==> src/rtl/adder_pkg.sv <==
// adder_pkg: shared FSM state type and default operand width for the bit-serial adder
package adder_pkg;

    typedef enum logic [1:0] {
        IDLE = 2'd0,
        RUN  = 2'd1,
        DONE = 2'd2
    } state_t;

    localparam int ADDER_WIDTH = 8;

endpackage

==> src/rtl/full_adder_cell.sv <==
// full_adder_cell: combinational one-bit full adder built from two half adders
module full_adder_cell (
    input  logic A,
    input  logic B,
    input  logic Cin,
    output logic Sum,
    output logic Cout
);

    logic p;
    logic c1;
    logic c2;

    assign p    = A ^ B;
    assign c1   = A & B;
    assign Sum  = p ^ Cin;
    assign c2   = p & Cin;
    assign Cout = c1 | c2;

endmodule

==> src/rtl/serial_adder_ctrl.sv <==
// serial_adder_ctrl: reuses one full-adder cell over WIDTH cycles, LSB first, to add A+B+Cin
module serial_adder_ctrl
    import adder_pkg::*;
#(
    parameter int WIDTH = ADDER_WIDTH
) (
    input  logic             clk,
    input  logic             rst_n,
    input  logic             start,
    input  logic [WIDTH-1:0] A,
    input  logic [WIDTH-1:0] B,
    input  logic             Cin,
    output logic             busy,
    output logic             done,
    output logic [WIDTH-1:0] Sum,
    output logic             Cout
);

    localparam int CW = $clog2(WIDTH);

    state_t           state;
    state_t           nxt;
    logic [WIDTH-1:0] a_sh;
    logic [WIDTH-1:0] b_sh;
    logic [WIDTH-1:0] res;
    logic             carry;
    logic [CW-1:0]    cnt;
    logic             s;
    logic             c_out;
    logic             last;
    logic             ld;

    full_adder_cell u_cell (
        .A   (a_sh[0]),
        .B   (b_sh[0]),
        .Cin (carry),
        .Sum (s),
        .Cout(c_out)
    );

    assign busy = (state == RUN);
    assign last = (cnt == CW'(WIDTH - 1));
    assign ld   = start && (state != RUN);

    // State register
    always_ff @(posedge clk) begin
        if (!rst_n) state <= IDLE;
        else        state <= nxt;
    end

    // Next state: DONE accepts a new start directly for back-to-back additions
    always_comb begin
        nxt = state;
        case (state)
            IDLE:    nxt = start ? RUN : IDLE;
            RUN:     nxt = last ? DONE : RUN;
            DONE:    nxt = start ? RUN : IDLE;
            default: nxt = IDLE;
        endcase
    end

    // Datapath: operand capture, one bit per RUN cycle, results published only from DONE
    always_ff @(posedge clk) begin
        if (!rst_n) begin
            a_sh  <= '0;
            b_sh  <= '0;
            res   <= '0;
            carry <= 1'b0;
            cnt   <= '0;
            done  <= 1'b0;
            Sum   <= '0;
            Cout  <= 1'b0;
        end else begin
            if (ld) begin
                a_sh  <= A;
                b_sh  <= B;
                carry <= Cin;
                cnt   <= '0;
            end else if (state == RUN) begin
                a_sh  <= a_sh >> 1;
                b_sh  <= b_sh >> 1;
                carry <= c_out;
                cnt   <= cnt + 1'b1;
                res   <= {s, res[WIDTH-1:1]};
            end
            done <= (state == DONE);
            if (state == DONE) begin
                Sum  <= res;
                Cout <= carry;
            end
        end
    end

endmodule

==> config.mk <==
export PLATFORM = sky130hd
export DESIGN_NAME = serial_adder_ctrl
export DESIGN_NICKNAME = d
export VERILOG_FILES = /design/src/rtl/adder_pkg.sv /design/src/rtl/full_adder_cell.sv /design/src/rtl/serial_adder_ctrl.sv
export SDC_FILE = /design/constraint.sdc
export NUM_CORES = 1
export LEC_CHECK = 0
export CAP_MARGIN = 15
export CORE_ASPECT_RATIO = 0.6
export CORE_UTILIZATION = 40
export DETAILED_ROUTE_END_ITERATION = 7
export GPL_TIMING_DRIVEN = 0
export HOLD_SLACK_MARGIN = 0.02
export MAX_ROUTING_LAYER = met4
export PLACE_DENSITY = 0.65
export SLEW_MARGIN = 20
export SYNTH_ARGS = -nofsm -noshare
export SYNTH_HDL_FRONTEND = slang
export SYNTH_SLANG_ARGS = --single-unit
export TNS_END_PERCENT = 30
==> constraint.sdc <==
create_clock -name clk -period 2.5 [get_ports clk]
set_input_delay 0.5 -clock clk [delete_from_list [all_inputs] [get_ports clk]]
set_output_delay 0.5 -clock clk [all_outputs]
set_load 0.01 [all_outputs]
==> flow_metrics.env <==
export IMPL_ys_ff_latch=40
export IMPL_min_path_type="reg -> reg"
export IMPL_post_cts_buffers=0
export IMPL_die_area_um2=4305
export IMPL_synth_nets=214
export IMPL_drt_met1_wl_um=1889
export IMPL_cts_root_buf="clkbuf_8"
export IMPL_peakVddDrop_mv=0.3847
export IMPL_critPathCaptureType="primary output"
export IMPL_hold_path_startpoint="Sum[0]$_SDFFE_PN0P_"
export IMPL_fin_crit_sh=0.8486
export IMPL_failed_checks="design-rule violations"
export IMPL_postCtsResizedCells=0
export IMPL_gp_congestion=0.7680
export IMPL_syn_inst=191
export IMPL_rsz0062_at_grt="false"
export IMPL_stdcell_count=274
export IMPL_clockBufferDepth=2
export IMPL_dp_hpwl_um=2368
export IMPL_r2r_start="carry$_SDFFE_PN0P_"
export IMPL_insertedDiodeCount=0
export IMPL_ctsHoldBuffers=0
export IMPL_clock_latency_ps=290
export IMPL_row_count=17
export IMPL_tightest_slew_ps=461.6
export IMPL_yosysSeqAreaShare=0.4957
export IMPL_grt_pass1_vias=1180
export IMPL_cts_clk_slew_worst_paths_ps=80
export IMPL_port_buffers=28
export IMPL_fmax_ghz=0.4714
export IMPL_relSlewSlack=0.6923
export IMPL_track_usage=0.1779
export IMPL_drtIter0Drc=54
export IMPL_cp_max_fo=10
export IMPL_status="finished, violations left"
export IMPL_clock_sinks=40
export IMPL_wl_met2_um=1238
export IMPL_vias_per_cell=4.854
export IMPL_cts_buffers=5
export IMPL_synthArstFlopShare=0
export IMPL_crit_start="state[0]$_SDFF_PN0_"
export IMPL_cts_tree="done"
export IMPL_syn_area_um2=1615
export IMPL_drv_cap=0
export IMPL_routed_top_layer="met4"
export IMPL_grt_max_degree=13
export IMPL_synth_distinct_cells=24
export IMPL_p_leak_nw=0.7778
export IMPL_antenna_left=0
export IMPL_grt_pass1_wl_um=5582
export IMPL_grt_overflow_total=0
export IMPL_fp_dieW_um=84.04
export IMPL_cts_htree_levels=2
export IMPL_synth_top_area_share=0.4957
export IMPL_initial_core_util=0.4290
export IMPL_hold_violations=0
export IMPL_synth_common_cells="nand2_1, dfxtp_1, a21oi_1"
export IMPL_die_h_um=51.23
export IMPL_synth_top_area_cell="dfxtp_1"
export IMPL_cp_data_required_time_ps=2000
export IMPL_synth_flop_cell="dfxtp_1"
export IMPL_synth_area_top_cells="dfxtp_1, nand2_1, a21oi_1"
export IMPL_wl_um=3321
export IMPL_dr_pass1_iters=6
export IMPL_fin_util=0.5477
export IMPL_critPathKind="reg -> out"
export IMPL_arrival_ps=1620
export IMPL_vias=1330
export IMPL_antenna_found_initial=0
export IMPL_power_density_nw_per_um2=654.3
export IMPL_post_synth_top_count_cell="nand2_1"
export IMPL_layout_drive_gt1_share=0.08811
export IMPL_finalClockSkew_ps=6.849
export IMPL_ios=31
export IMPL_fin_nets=249
export IMPL_met3_length_um=151
export IMPL_synth_edff_count=0
export IMPL_dp_cells=266
export IMPL_syn_mean_instance_area_um2=8.457
export IMPL_start_kind="register"
export IMPL_synthToLayoutAreaGrowth_pct=27.65
export IMPL_wl_per_cell_um=12.12
export IMPL_min_period_ps=2122
export IMPL_fin_tns_setup_ps=0
export IMPL_finalMaxSlewViolations=0
export IMPL_yosysWarnings=0
export IMPL_setup_violations=0
export IMPL_drc=2
export IMPL_core_area_um2=3765
-- critical path, stage by stage (launching register included) --
cell and delay (ps):
dfxtp_1 410, nand2b_4 80, inv_2 140, buf_6 170
clkdlybuf4s50_1 540
-- path summary, 6_finish.rpt --
check / end / depth (start not counted) / slack, ps
min: Sum[0]$_SDFFE_PN0P_ / 2 / 470
max: busy / 4 / 380
max reg2reg: res[7]$_SDFFE_PN0P_ / 3 / 1390
min reg2reg: Sum[0]$_SDFFE_PN0P_ / 2 / 470
-- routing by layer --
metal / vias up / GRT usage
li1: 707 / -
met1: 594 / 0.2452
met2: 25 / 0.2418
met3: 4 / 0.05008
met4: 0 / 0.07759
met5: - / -
-- cell families (layout without fill, tap and decap cells) --
family / Yosys count / in the layout / synth area share
adders and majority gates: 3 / 3 / 0.02788
muxes: 2 / 2 / 0.01239
DFF: 40 / 40 / 0.4957
AOI/OAI and AO/OA: 66 / 66 / 0.2363
buffers and inverters: 16 / 52 / 0.06118
and+or+nand+nor: 64 / 64 / 0.1665
-- flip-flops by register name, summed over array words and instances, names as in the netlist, 2 cells and up --
register / flops
res: 8
cnt: 3
b_sh: 8
state: 2
a_sh: 8
Sum: 8
-- power by group --
group          internal [W]  switching, W
clock              0.000296      0.000223
sequential         0.000666     0.0000171
combinational     0.0000734     0.0000729
-- layout by cell type (no fill, tap or decap), types with 3 or more instances in the layout --
master,count
nand2_1,52
o21ai_0,15
buf_6,3
a21boi_0,16
buf_2,3
nor2_1,3
dfxtp_1,40
a21oi_1,30
clkbuf_1,5
clkdlybuf4s50_1,28
clkbuf_8,5
a21boi_1,3
buf_4,3
-- through the flow --
| step | power [W] | worst slack, ps | hold WS [ps] | cell area [um2] |
|---|---|---|---|---|
| after global routing | 0.001404 | 283.2 | 486.9 | 2062 |
| after CTS | 0.001360 | 363.3 | 468.9 | 2062 |
| after floorplan | 0.0007875 | 1309 | 441.2 | 1615 |
| after global placement | 0.0008427 | 691.4 | 455.7 | 1954 |
| after detailed placement | 0.0008439 | 695.2 | 457.7 | 1954 |
| final | 0.001349 | 378.5 | 465.5 | 2062 |
-- area by class of cell --
cell class,count,area (um2)
clock inverters,2,35.03
fillers,367,1703
well taps,47,58.81
multi-input cells,135,715.7
plain buffers,14,91.34
flip-flops and latches,40,800.8
inverters,2,7.507
clock buffers,6,72.57
repair buffers,28,280.3
Power figures use the tool's default switching activity.
